### src/rtl/fpga_cfg_pkg.sv
// Shared constants, state encoding and width helpers for the configuration loader.
package fpga_cfg_pkg;

    localparam logic [7:0] SYNC_BYTE = 8'hA5;

    typedef enum logic [1:0] {
        HUNT,
        LOAD,
        CHECK,
        COMMIT
    } cfg_state_t;

    function automatic int unsigned brb_bits(input int unsigned fw, input int unsigned ww);
        return fw * ww * 12;
    endfunction

    function automatic int unsigned bsb_bits(input int unsigned fw, input int unsigned ww);
        return (fw - 1) * ww * ww * 12;
    endfunction

    function automatic int unsigned lb_bits(input int unsigned fw);
        return (fw - 1) * 5;
    endfunction

    function automatic int unsigned cfg_bits(input int unsigned fw, input int unsigned ww);
        return brb_bits(fw, ww) + bsb_bits(fw, ww) + lb_bits(fw);
    endfunction

    function automatic int unsigned cfg_bytes(input int unsigned fw, input int unsigned ww);
        return (cfg_bits(fw, ww) + 7) / 8;
    endfunction

endpackage

### src/rtl/fpga_config_loader.sv
// Byte-serial configuration loader: hunts for a sync byte, fills a shadow image,
// verifies an XOR checksum and commits the image to the active select vectors atomically.
module fpga_config_loader
    import fpga_cfg_pkg::*;
#(
    parameter int unsigned wire_width = 3,
    parameter int unsigned fpga_width = 5,
    localparam int unsigned BRB_BITS  = brb_bits(fpga_width, wire_width),
    localparam int unsigned BSB_BITS  = bsb_bits(fpga_width, wire_width),
    localparam int unsigned LB_BITS   = lb_bits(fpga_width)
) (
    input  logic                clk,
    input  logic                rst_n,
    input  logic                abort,
    input  logic [7:0]          in_data,
    input  logic                in_valid,
    output logic                in_ready,
    output logic [BRB_BITS-1:0] brbselect,
    output logic [BSB_BITS-1:0] bsbselect,
    output logic [LB_BITS-1:0]  lbselect,
    output logic                cfg_done,
    output logic                cfg_error
);

    localparam int unsigned CFG_BITS  = BRB_BITS + BSB_BITS + LB_BITS;
    localparam int unsigned CFG_BYTES = (CFG_BITS + 7) / 8;
    localparam int unsigned CNT_W     = $clog2(CFG_BYTES) + 1;
    localparam int unsigned IDX_W     = $clog2(CFG_BYTES * 8);

    cfg_state_t          state_q, state_d;
    logic [CNT_W-1:0]    cnt_q;
    logic [7:0]          xor_q;
    logic [CFG_BITS-1:0] shadow_q, shadow_d;
    logic [31:0]         base;
    logic [IDX_W-1:0]    bit_idx;
    logic                accept, start, load_en, set_err, commit;

    assign in_ready = rst_n && (state_q != COMMIT);
    assign accept   = in_valid && in_ready;
    assign base     = 32'(cnt_q) << 3;

    always_comb begin
        state_d = state_q;
        start   = 1'b0;
        load_en = 1'b0;
        set_err = 1'b0;
        commit  = 1'b0;
        case (state_q)
            HUNT: begin
                if (accept && in_data == SYNC_BYTE) begin
                    state_d = LOAD;
                    start   = 1'b1;
                end
            end
            LOAD: begin
                if (accept) begin
                    load_en = 1'b1;
                    if (cnt_q == CNT_W'(CFG_BYTES - 1)) state_d = CHECK;
                end
            end
            CHECK: begin
                if (accept) begin
                    if (in_data == xor_q) begin
                        state_d = COMMIT;
                    end else begin
                        state_d = HUNT;
                        set_err = 1'b1;
                    end
                end
            end
            COMMIT: begin
                state_d = HUNT;
                commit  = 1'b1;
            end
            default: state_d = HUNT;
        endcase
        // Abort wins over everything, including a byte accepted in the same cycle.
        if (abort) begin
            state_d = HUNT;
            start   = 1'b0;
            load_en = 1'b0;
            set_err = 1'b0;
            commit  = 1'b0;
        end
    end

    // Per-bit write so padding bits of the final byte beyond CFG_BITS are dropped.
    always_comb begin
        shadow_d = shadow_q;
        bit_idx  = '0;
        for (int unsigned i = 0; i < 8; i++) begin
            bit_idx = IDX_W'(base + i);
            if (base + i < CFG_BITS) shadow_d[bit_idx] = in_data[i];
        end
    end

    always_ff @(posedge clk or negedge rst_n) begin
        if (!rst_n) begin
            state_q   <= HUNT;
            cnt_q     <= '0;
            xor_q     <= '0;
            shadow_q  <= '0;
            brbselect <= '0;
            bsbselect <= '0;
            lbselect  <= '0;
            cfg_done  <= 1'b0;
            cfg_error <= 1'b0;
        end else begin
            state_q <= state_d;
            if (start) begin
                cnt_q     <= '0;
                xor_q     <= '0;
                cfg_done  <= 1'b0;
                cfg_error <= 1'b0;
            end
            if (load_en) begin
                shadow_q <= shadow_d;
                cnt_q    <= cnt_q + CNT_W'(1);
                xor_q    <= xor_q ^ in_data;
            end
            if (set_err) cfg_error <= 1'b1;
            if (commit) begin
                brbselect <= shadow_q[BRB_BITS-1:0];
                bsbselect <= shadow_q[BRB_BITS +: BSB_BITS];
                lbselect  <= shadow_q[BRB_BITS+BSB_BITS +: LB_BITS];
                cfg_done  <= 1'b1;
            end
        end
    end

endmodule

### config.mk
export PLATFORM = sky130hd
export DESIGN_NAME = fpga_config_loader
export DESIGN_NICKNAME = d
export VERILOG_FILES = /design/src/rtl/fpga_cfg_pkg.sv /design/src/rtl/fpga_config_loader.sv
export SDC_FILE = /design/constraint.sdc
export NUM_CORES = 1
export LEC_CHECK = 0
export ABC_AREA = 1
export CELL_PAD_IN_SITES_DETAIL_PLACEMENT = 1
export CELL_PAD_IN_SITES_GLOBAL_PLACEMENT = 2
export CORE_ASPECT_RATIO = 0.8
export CORE_MARGIN = 2
export CORE_UTILIZATION = 40
export DETAILED_ROUTE_END_ITERATION = 10
export GPL_ROUTABILITY_DRIVEN = 0
export HOLD_SLACK_MARGIN = 0.02
export PLACE_DENSITY_LB_ADDON = 0.1
export SLEW_MARGIN = 5
export SYNTH_ARGS = -nofsm -noshare
export SYNTH_HDL_FRONTEND = slang
export SYNTH_SLANG_ARGS = --single-unit
### constraint.sdc
create_clock -name clk -period 4.9 [get_ports clk]
set_input_delay 0.98 -clock clk [delete_from_list [all_inputs] [get_ports clk]]
set_output_delay 0.98 -clock clk [all_outputs]
set_load 0.05 [all_outputs]
== Word-level counts from Yosys, hierarchy flattened ==
Index checks and enable logic that the tools add are counted.

* Register bits after elaboration: 1284
* Memory bits (read-only): 0
* Memory bits (writable): 0
* Input bits: 12
* Output and inout bits: 635
* Memories: 0
* Latch bits: 0
* Logic and storage cells: 126

* Reductions and logical operators: 16
* Bitwise operators: 1
* Multipliers: 0
* Equal/unequal tests: 11
* $add $sub $neg: 8
* $lt $le $gt $ge: 24
* Mux-type cells: 57
* Shifts and indexed selects: 0
* Div/mod/pow operators: 0

{| class="wikitable"
|+ Operators with widths
! cell !! count
|-
| bitwise mux 632 bit || 8
|-
| 2-to-1 mux 632 bit || 8
|-
| < comparator 10 x 11 -> 1 bit, second input constant || 8
|-
| < comparator 12 x 10 -> 1 bit, second input constant || 7
|-
| greater-or-equal comparator 10 x 1 -> 1 bit, second input constant || 8
|-
| demux 1 bit (select 10 bit) || 7
|-
| adder 11 x 3 -> 12 bit, second input constant || 4
|-
| adder 11 x 2 -> 12 bit, second input constant || 2
|-
| 2-to-1 mux 8 bit || 3
|-
| 2-to-1 mux 1 bit || 23
|-
| adder 11 x 1 -> 12 bit, second input constant || 1
|-
| 2-to-1 mux 2 bit || 6
|-
| inequality test 3 bit, second input constant || 4
|-
| logical AND 1 bit || 11
|-
| < comparator 11 x 10 -> 1 bit, second input constant || 1
|-
| adder 8 x 1 -> 8 bit, second input constant || 1
|-
| equality test 8 x 7 -> 1 bit, second input constant || 1
|-
| equality test 8 bit || 1
|-
| equality test 8 bit, second input constant || 1
|-
| one-hot mux 2 bit (4 select lines) || 1
|-
| XOR 8 bit || 1
|-
| demux 1 bit (select 7 bit) || 1
|-
| nonzero test 2 bit || 3
|-
| equality test 2 bit, second input constant || 2
|-
| other kinds (4) || 4
|}

== Depth between registers and ports, before layout ==
Gate-level depths: netlist of the first run.

* Depth after elaboration: 20
* Mapped depth: 11
* Gate-level depth less buffers: 10

== Least setup slack after synthesis of the first run ==
No wires, ideal clock.

* Kind: input -> register
* From: input rst_n
* To: register shadow_q[624]
* Required time: 4.768 ns
* Arrival time: 2.313 ns
* Buffers on the path: 3
* Cell stages on the path: 10
* Slack: 2.454 ns
* Library setup time: 0.132 ns
* Path through: inv_1 nor2_4 nand2_2 nor2_4 buf_6 buf_6 buf_2 nand3_1 nand2_1 o21ai_1

* Longest elaborated chain between the ends: 5

{| class="wikitable"
|+ RTL lines
! item !! line !! text
|-
| from (decl) || fpga_config_loader.sv:13 || <nowiki>input logic rst_n,</nowiki>
|-
| logical AND 1 bit || fpga_config_loader.sv:38 || <nowiki>assign in_ready = rst_n && (state_q != COMMIT);</nowiki>
|-
| named net in_ready || fpga_config_loader.sv:17 || <nowiki>output logic in_ready,</nowiki>
|-
| logical AND 1 bit || fpga_config_loader.sv:39 || <nowiki>assign accept = in_valid && in_ready;</nowiki>
|-
| 2-to-1 mux 1 bit || fpga_config_loader.sv:56 || <nowiki>if (accept) begin</nowiki>
|-
| 2-to-1 mux 1 bit || fpga_config_loader.sv:48 || <nowiki>case (state_q)</nowiki>
|-
| 2-to-1 mux 1 bit || fpga_config_loader.sv:78 || <nowiki>if (abort) begin</nowiki>
|-
| to (signal assigned) || fpga_config_loader.sv:117 || <nowiki>shadow_q <= shadow_d;</nowiki>
|-
| to (decl) || fpga_config_loader.sv:33 || <nowiki>logic [CFG_BITS-1:0] shadow_q, shadow_d;</nowiki>
|}

The timed path passes the listed nets, and every way through them passes these cells.
A chain may end at the register's enable or synchronous reset.

== Final worst setup path of the first run ==
* From: input rst_n
* To: output in_ready

* Longest elaborated chain between the ends: 1

{| class="wikitable"
|+ RTL lines
! item !! line
|-
| logical AND 1 bit || fpga_config_loader.sv:38
|-
| to (decl) || fpga_config_loader.sv:17
|}

No other way between the ends.

==> impl_metrics.tcl, run 1 <==
set metrics [dict create \
    yosysWarningCount 0 \
    rrSetupSlack_ns 2.05 \
    wire_length_of_the_first_global_routing_pass_um 224000 \
    max_clock_freq_mhz 298 \
    area_growth_syn_to_layout_pct 24.1 \
    hold_buffers_post_cts 0 \
    worstReg2RegStart "cnt_q[0]" \
    fin_worst_hold_slack_ns 0.0957 \
    holdCritPathClass "primary input to async pin" \
    clock-skew-final_ns 0.0222 \
    postRouteAntennaNets 0 \
    vias_in_the_first_global_route 33300 \
    required_ns 3.92 \
    worst_slew_pin_slew_ns 1.07 \
    static_leakage_power_uw 0.0285 \
    detail_route.wl_per_cell_um 23.9 \
    synthesis.area_per_instance_sq_um 12.8 \
    share_of_cells_above_drive_strength_1_pct 22.0 \
    drcViolationCount 0 \
    max_cap_violations 0 \
    route.vias.total 31400 \
    maxSlewHeadroom_pct 28.9 \
    post_cts.resized_instances 0 \
    final_nets 4469 \
    worst-path-max-fanout 65 \
    max_slew_violation_total_from_the_final_report 0 \
    netlist-cell-type-count 28 \
    timing.final.hold_violations 0 \
    detailed_place_hpwl_um 95200 \
    std_cell_rows 115 \
    grt_overflow 0 \
    synth-seq-area-share_pct 64.7 \
    totalWireLength_um 148000 \
    clock_latency_ns 0.77 \
    power-per-cell-area_nw_per_um2 376 \
    setup_tns_after_final_layout_ns 0 \
    placeableCoreArea_sq_um 123000 \
    final_cell_mix "1284 x dfrtp_1, 708 x nand2_1, 645 x clkdlybuf4s50_1" \
    layout_worst_path_cycle_share_pct 68.6 \
    initialDrtViolationCount 1665 \
    die_area_sq_um 127000 \
    layout_commonest_cell "dfrtp_1" \
    ioPinCount 647 \
    worst-endpoint-arrival_ns 2.38 \
    mappedNetlistArea_sq_um 49600 \
    dieWidth_um 398 \
    route.detailed.vias_per_inst 5.07 \
    setup_viol 0 \
    path_cells "buf_16, inv_1, nor2_4, clkdlybuf4s50_1" \
    clock_sink_count 1284 \
    worstRegToRegCells 7 \
    cp-end-kind "output port" \
    netlist_instances 3867 \
    clkSlewWorstSetupHoldPaths_ns 0.06 \
    chipHeight_um 319 \
    cts-root-to-sink-buffers 3 \
    floorplan.initialDensity_pct 40.3 \
    worstReg2RegEnd "shadow_q[252]" \
    worstSetupStartpoint "rst_n" \
    period_minus_slack_ns 3.36 \
    run_status "completed" \
    cts_buffers 136 \
    crit_path_top_delay_cell "clkdlybuf4s50_1" \
    syn-num-nets 3881 \
    groute.usage.overall_pct 23.6 \
    dr.pass1.iters 5 \
    timing_worst_setup_path_type "primary input to output port" \
    tritoncts "done" \
    cts_root_buf "clkbuf_16" \
    grt_antenna_before_repair 11 \
    cts.htree.levels 4 \
    rsz0062_at_grt "no" \
    ir_drop_v 0.000304 \
    worst_setup_path_endpoint "in_ready" \
    grt_start_max_net_pins 158 \
    slowest_delay_ns 0.81 \
    postSynthRegisterBits 1284 \
    worstSetupStartpointType "primary input" \
    cts_post_setup_buffers_inserted 0 \
    io_buffer_count 646 \
]
==> registers in the layout, indices dropped and copies added (netlist names) <==
| register | flops |
|---|---|
| cfg_done | 1 |
| lbselect | 20 |
| xor_q | 8 |
| cfg_error | 1 |
| bsbselect | 432 |
| brbselect | 180 |
| cnt_q | 8 |
| state_q | 2 |
| shadow_q | 632 |
==> stage by stage <==
step	setup slack (ns)	utilization, %	total power, uW	cell area [sq um]	cells
final	1.54	50.1	23100	61600	6201
after global routing	1.44	50.0	24000	61600	6197
after CTS	1.54	50.0	23500	61600	6196
after detailed placement	1.44	46.3	12800	57000	5955
after global placement	1.50	46.3	12800	57000	5955
after floorplan	2.45	-	11900	49600	3867
==> where the power goes <==
part	switching (uW)	internal (uW)
combinational	1180	376
clock	4330	6260
sequential	166	10800
==> worst min-delay path by stage <==
stage | endpoint | start
finish | bsbselect[358] | rst_n
global route | bsbselect[358] | rst_n
CTS | bsbselect[358] | rst_n
detailed placement | shadow_q[304] | shadow_q[304]
global placement | shadow_q[183] | shadow_q[183]
floorplan | shadow_q[255] | shadow_q[255]
==> routing by layer <==
layer  vias to the layer above  share of wire, %  GRT usage (%)
met1                     16300                45           32.0
li1                      14300                 -              -
met2                       573                48           38.0
met5                         -             0.031              0
met4                         6               2.1           6.31
met3                       190               5.3           5.61
==> cell type report <==
| type | instances | area, sq um |
|---|---|---|
| antenna | 5 | 12.5 |
| clock buffer | 211 | 4120 |
| clock inverter | 30 | 450 |
| fill | 12500 | 61400 |
| inverter | 37 | 159 |
| multi-input combinational | 2292 | 15500 |
| sequential | 1284 | 32100 |
| tap | 1638 | 2050 |
| timing repair buffer | 704 | 7170 |
==> cell usage after synthesis <==
master       n  area (sq um)
o21ai_1    433          2170
buf_4        7          52.6
nand3_4     76          1330
mux2_2     632          7120
buf_6       81           912
inv_1       27           101
o21ai_2      1          8.76
inv_2        4          15.0
nand3_2      3          30.0
nor2_4       5          56.3
nor2_1      97           364
clkinv_1     5          18.8
ha_1         2          25.0
nor2_2       2          12.5
nand2_2      2          12.5
buf_8        5          75.1
dfrtp_1   1284         32100
nand3_1    114           571
nor3_4       1          16.3
nor2_8       1          20.0
nor3_1       1          5.00
buf_12       9           180
nand4_1      3          18.8
clkinv_2     1          5.00
clkbuf_1    71           267
o21ai_0    210          1050
nand2_1    709          2660
buf_2       81           405
==> cells by family (layout without fill, tap and decap cells) <==
group	Yosys count	in the layout	share of synthesized area [%]
adders and majority gates	2	2	0.0504
buffers and inverters	291	982	4.09
muxes	632	632	14.3
AOI/OAI and AO/OA	644	644	6.50
other	0	5	0
and+or+nand+nor	1014	1014	10.3
DFF	1284	1284	64.7
==> worst max-delay path: cells and delay by family <==
kind,cells,cell delay (ns)
simple gates,1,0.13
buf+inv,3,1.20
Power figures use the tool's default switching activity.
==> run 2: changes to the inputs <==
--- a/config.mk
+++ b/config.mk
@@ -10,7 +10,7 @@
 export CELL_PAD_IN_SITES_GLOBAL_PLACEMENT = 2
 export CORE_ASPECT_RATIO = 0.8
 export CORE_MARGIN = 2
-export CORE_UTILIZATION = 40
+export CORE_UTILIZATION = 34
 export DETAILED_ROUTE_END_ITERATION = 10
 export GPL_ROUTABILITY_DRIVEN = 0
 export HOLD_SLACK_MARGIN = 0.02
==> constraint.sdc (replaced) <==
create_clock -name clk -period 2.9 [get_ports clk]
set_input_delay 0.58 -clock clk [delete_from_list [all_inputs] [get_ports clk]]
set_output_delay 0.58 -clock clk [all_outputs]
set_load 0.05 [all_outputs]
==> impl_metrics.tcl, run 2 (synthesis results as in run 1) <==
set metrics [dict create \
    worst-endpoint-arrival_ns 2.10 \
    post_cts.resized_instances 0 \
    layout_worst_path_cycle_share_pct 92.3 \
    std_cell_rows 125 \
    period_minus_slack_ns 2.68 \
    fillerInstances 15000 \
    ioPinCount 647 \
    clock_sink_count 1284 \
    grt_overflow 0 \
    clkSlewWorstSetupHoldPaths_ns 0.06 \
    holdCritPathClass "primary input to async pin" \
    die_area_sq_um 149000 \
    largest-register "shadow_q" \
    grt_start_max_net_pins 154 \
    slowest_delay_ns 0.96 \
    ir_drop_v 0.000475 \
    area_growth_syn_to_layout_pct 26.4 \
    setup_viol 0 \
    worst-path-max-fanout 2 \
    maxSlewHeadroom_pct 39.2 \
    initialDrtViolationCount 2067 \
    max_clock_freq_mhz 374 \
    vias_in_the_first_global_route 33100 \
    timing.final.hold_violations 0 \
    number_of_flip_flops_under_the_largest_register_name 632 \
    cp-end-kind "output port" \
    cts-root-to-sink-buffers 3 \
    postRouteAntennaNets 0 \
    path_cells "clkdlybuf4s50_1" \
    worst_slew_pin_slew_ns 0.913 \
    dr.pass1.iters 5 \
    rsz0062_at_grt "no" \
    crit_path_top_delay_cell "clkdlybuf4s50_1" \
    totalWireLength_um 155000 \
    final_cell_mix "1284 x dfrtp_1, 708 x nand2_1, 644 x clkdlybuf4s50_1" \
    wire_length_of_the_first_global_routing_pass_um 231000 \
    power_uw 39800 \
    detail_route.wl_per_cell_um 23.7 \
    final_nets 4509 \
    grt_antenna_before_repair 11 \
    dieWidth_um 431 \
    worstSetupStartpointType "register" \
    cts.htree.levels 4 \
    largest_delay_share_family_worst_path "buffers and inverters" \
    io_buffer_count 646 \
    cts_root_buf "clkbuf_16" \
    max_slew_violation_total_from_the_final_report 0 \
    max_cap_violations 0 \
    power-per-cell-area_nw_per_um2 634 \
    route.vias.total 31500 \
    clock_latency_ns 0.80 \
    detailed_place_hpwl_um 100000 \
    share_of_cells_above_drive_strength_1_pct 22.8 \
    clock-skew-final_ns 0.0270 \
    timing_worst_setup_path_type "register to output port" \
    layout_commonest_cell "dfrtp_1" \
    cts_buffers 142 \
    setup_tns_after_final_layout_ns 0 \
    tritoncts "done" \
    route.detailed.vias_per_inst 4.83 \
    largest_registers "shadow_q x632, bsbselect x432, brbselect x180" \
    placeableCoreArea_sq_um 145000 \
    chipHeight_um 346 \
    static_leakage_power_uw 0.0289 \
    critical_path.n_buffers_inverters 1 \
    run_status "completed" \
    required_ns 2.32 \
    floorplan.initialDensity_pct 34.2 \
    drcViolationCount 0 \
    groute.usage.overall_pct 20.9 \
]
==> run 2: cell count changes in the layout (fill, tap and decap cells not counted), moves of 2 or more <==
cell,change
buf_4,+2
clkinv_8,+3
buf_12,+32
clkbuf_16,+7
inv_6,-2
bufinv_16,-2
clkinv_2,+7
clkbuf_1,-2
==> run 2: metal layers <==
metal	vias to the layer above	wire [um]	track usage, %	share of wire [%]
met5	-	13	0	0.0084
li1	14500	-	-	-
met3	187	6750	4.53	4.4
met4	2	3540	5.98	2.3
met2	531	73900	33.6	48
met1	16300	70400	28.3	46
==> run 2: what timing repair did <==
item | CTS | global route
setup buffers | 0 | 0
hold buffers | 1 | 0
endpoints found under the hold margin | 277 | 0
==> run 2: worst register-to-register path, stage by stage, from the launching register on <==
cell and delay [ns]:
dfrtp_1 0.49, clkinv_2 0.17, nor2_2 0.30, clkinv_1 0.27, buf_4 0.29, nor2_1 0.35
nand3_4 0.22, nand2_1 0.11, o21ai_1 0.07
==> run 2: metrics by stage <==
step | util [%] | worst slack, ns | area [sq um] | hold slack (ns) | std cells
final | 43.3 | 0.224 | 62700 | 0.371 | 6512
after floorplan | - | 0.854 | 49600 | 0.284 | 3867
after global routing | 43.3 | 0.130 | 62700 | 0.329 | 6510
after CTS | 43.3 | 0.0932 | 62700 | 0.306 | 6508
after global placement | 40.0 | 0.218 | 58000 | 0.423 | 6255
after detailed placement | 40.0 | 0.236 | 58000 | 0.420 | 6255
==> run 2: cell type report <==
class	count	area [sq um]	share of cell area (%)
sequential	1284	32100	51.2
multi-input combinational	2292	15500	24.7
timing repair buffer	738	7830	12.5
clock buffer	216	4290	6.83
tap	1905	2380	3.80
clock inverter	36	465	0.742
inverter	37	159	0.253
antenna	4	10.0	0.0160
==> run 2: path summary, 6_finish.rpt <==
path	depth (start not counted)	start	slack, ns	to
min in group clk	1	shadow_q[40]	0.48	brbselect[40]
max	1	bsbselect[428]	0.22	bsbselect[428]
min	2	rst_n	0.37	bsbselect[284]
min reg2reg	1	shadow_q[40]	0.48	brbselect[40]
max reg2reg	8	cnt_q[0]	0.51	shadow_q[507]
max in group asynchronous	4	rst_n	0.74	bsbselect[79]
==> run 2: where the power goes <==
part           internal (uW)  total (uW)  leakage (uW)  switching (uW)
registers              18300       18600        0.0179             259
clock network          10800       18400       0.00234            7580
logic                    746        2820       0.00866            2070
==> run 3: changes to the inputs <==
--- a/config.mk
+++ b/config.mk
@@ -10,11 +10,11 @@
 export CELL_PAD_IN_SITES_GLOBAL_PLACEMENT = 2
 export CORE_ASPECT_RATIO = 0.8
 export CORE_MARGIN = 2
-export CORE_UTILIZATION = 34
+export CORE_UTILIZATION = 40
 export DETAILED_ROUTE_END_ITERATION = 10
 export GPL_ROUTABILITY_DRIVEN = 0
 export HOLD_SLACK_MARGIN = 0.02
-export PLACE_DENSITY_LB_ADDON = 0.1
+export PLACE_DENSITY = 0.91
 export SLEW_MARGIN = 5
 export SYNTH_ARGS = -nofsm -noshare
 export SYNTH_HDL_FRONTEND = slang
==> constraint.sdc (replaced) <==
create_clock -name clk -period 3.1 [get_ports clk]
set_input_delay 0.62 -clock clk [delete_from_list [all_inputs] [get_ports clk]]
set_output_delay 0.62 -clock clk [all_outputs]
set_load 0.05 [all_outputs]
==> impl_metrics.tcl, run 3 (synthesis results as in run 1) <==
set metrics [dict create \
    layout_commonest_cell "dfrtp_1" \
    largest_registers "shadow_q x632, bsbselect x432, brbselect x180" \
    hold_buffers_post_cts 1 \
    static_leakage_power_uw 0.0286 \
    chipHeight_um 319 \
    route.vias.total 32700 \
    share_of_cells_above_drive_strength_1_pct 22.5 \
    clock_latency_ns 0.76 \
    worst_slew_pin_slew_ns 1.07 \
    setup_tns_after_final_layout_ns 0 \
    postRouteAntennaNets 0 \
    grt_overflow 0 \
    initialDrtViolationCount 2077 \
    totalWireLength_um 153000 \
    detail_route.wl_per_cell_um 24.5 \
    ioPinCount 647 \
    slowest_delay_ns 0.51 \
    number_of_flip_flops_under_the_largest_register_name 632 \
    dr.pass1.iters 5 \
    setup_viol 0 \
    clock-skew-final_ns 0.0190 \
    path_cells "clkinv_2, nor2_2, clkinv_1, buf_4, nor2_1, nand3_2, nand2_1, o21ai_1" \
    largest-register "shadow_q" \
    std_cell_rows 115 \
    cts-root-to-sink-buffers 3 \
    period_minus_slack_ns 2.82 \
    cp-end-kind "register" \
    final_design_area_no_fill_sq_um 61800 \
    maxSlewHeadroom_pct 28.5 \
    io_buffer_count 646 \
    area_growth_syn_to_layout_pct 24.6 \
    power-per-cell-area_nw_per_um2 587 \
    worstSetupStartpointType "register" \
    largest_delay_share_family_worst_path "buffers and inverters" \
    max_cap_violations 0 \
    tritoncts "done" \
    setup_slack_ns 0.283 \
    cts.htree.levels 4 \
    detailed_place.area_sq_um 57400 \
    die_area_sq_um 127000 \
    post_cts.resized_instances 0 \
    final_cell_mix "1284 x dfrtp_1, 708 x nand2_1, 644 x clkdlybuf4s50_1" \
    holdCritPathClass "primary input to async pin" \
    ir_drop_v 0.000464 \
    layout_worst_path_cycle_share_pct 90.9 \
    critical_path.n_buffers_inverters 3 \
    clock_sink_count 1284 \
    timing_worst_setup_path_type "register to register" \
    groute.usage.overall_pct 24.1 \
    drcViolationCount 0 \
    grt_antenna_before_repair 8 \
    clkSlewWorstSetupHoldPaths_ns 0.06 \
    required_ns 3.72 \
    final_nets 4498 \
    route.detailed.vias_per_inst 5.25 \
    cts_buffers 132 \
    floorplan.initialDensity_pct 40.3 \
    timing.final.hold_violations 0 \
    cts_root_buf "clkbuf_16" \
    crit_path_top_delay_cell "dfrtp_1" \
    max_clock_freq_mhz 355 \
    dieWidth_um 398 \
    place_ws_ns 0.280 \
    worst-endpoint-arrival_ns 3.44 \
    max_slew_violation_total_from_the_final_report 0 \
    cts_post_setup_buffers_inserted 0 \
    grt_start_max_net_pins 146 \
    run_status "completed" \
    worst-path-max-fanout 12 \
    vias_in_the_first_global_route 36000 \
    rsz0062_at_grt "no" \
    wire_length_of_the_first_global_routing_pass_um 230000 \
    placeableCoreArea_sq_um 123000 \
    detailed_place_hpwl_um 99300 \
]
==> run 3: cell types whose count changed in the layout (fill, tap and decap cells not counted), moves of 4 or more <==
cell	before	now
clkbuf_8	37	22
clkinv_2	19	15
clkinv_8	6	1
buf_12	52	32
buf_4	40	59
clkbuf_16	146	138
==> run 3: per-stage QoR <==
stage | util, % | instances | total power [uW] | hold WS (ns)
global placement | 46.7 | 5987 | 20200 | 0.462
floorplan | - | 3867 | 18800 | 0.324
finish | 50.3 | 6224 | 36300 | 0.368
global route | 50.3 | 6224 | 37500 | 0.347
detailed placement | 46.7 | 5987 | 20300 | 0.469
CTS | 50.3 | 6222 | 36700 | 0.312
==> run 3: cell type report <==
cell class	count	area (sq um)
fill	12500	61200
sequential	1284	32100
multi-input combinational	2292	15500
timing repair buffer	737	7570
clock buffer	194	3880
tap	1638	2050
clock inverter	40	547
inverter	37	160
antenna	2	5.00
==> run 3: path summary, 6_finish.rpt <==
check	startpoint	to	slack, ns	cells past startpoint
worst max-delay path	cnt_q[0]	shadow_q[252]	0.28	8
worst min-delay path	rst_n	shadow_q[543]	0.37	2
worst max register to register	cnt_q[0]	shadow_q[252]	0.28	8
worst min register to register	shadow_q[74]	shadow_q[74]	0.48	2
max in group asynchronous	rst_n	brbselect[113]	0.72	4
min in group clk	shadow_q[74]	shadow_q[74]	0.48	2
==> run 3: power breakdown <==
part	total (uW)	internal [uW]	switching (uW)
combinational	2570	660	1910
clock	16300	9570	6770
sequential	17400	17100	270
==> run 3: per-layer routing <==
| metal | part of all wire [%] | track usage [%] |
|---|---|---|
| met1 | 42 | 30.6 |
| met2 | 48 | 39.0 |
| met3 | 6.2 | 6.57 |
| met4 | 3.7 | 9.70 |
| met5 | 0.034 | 0 |
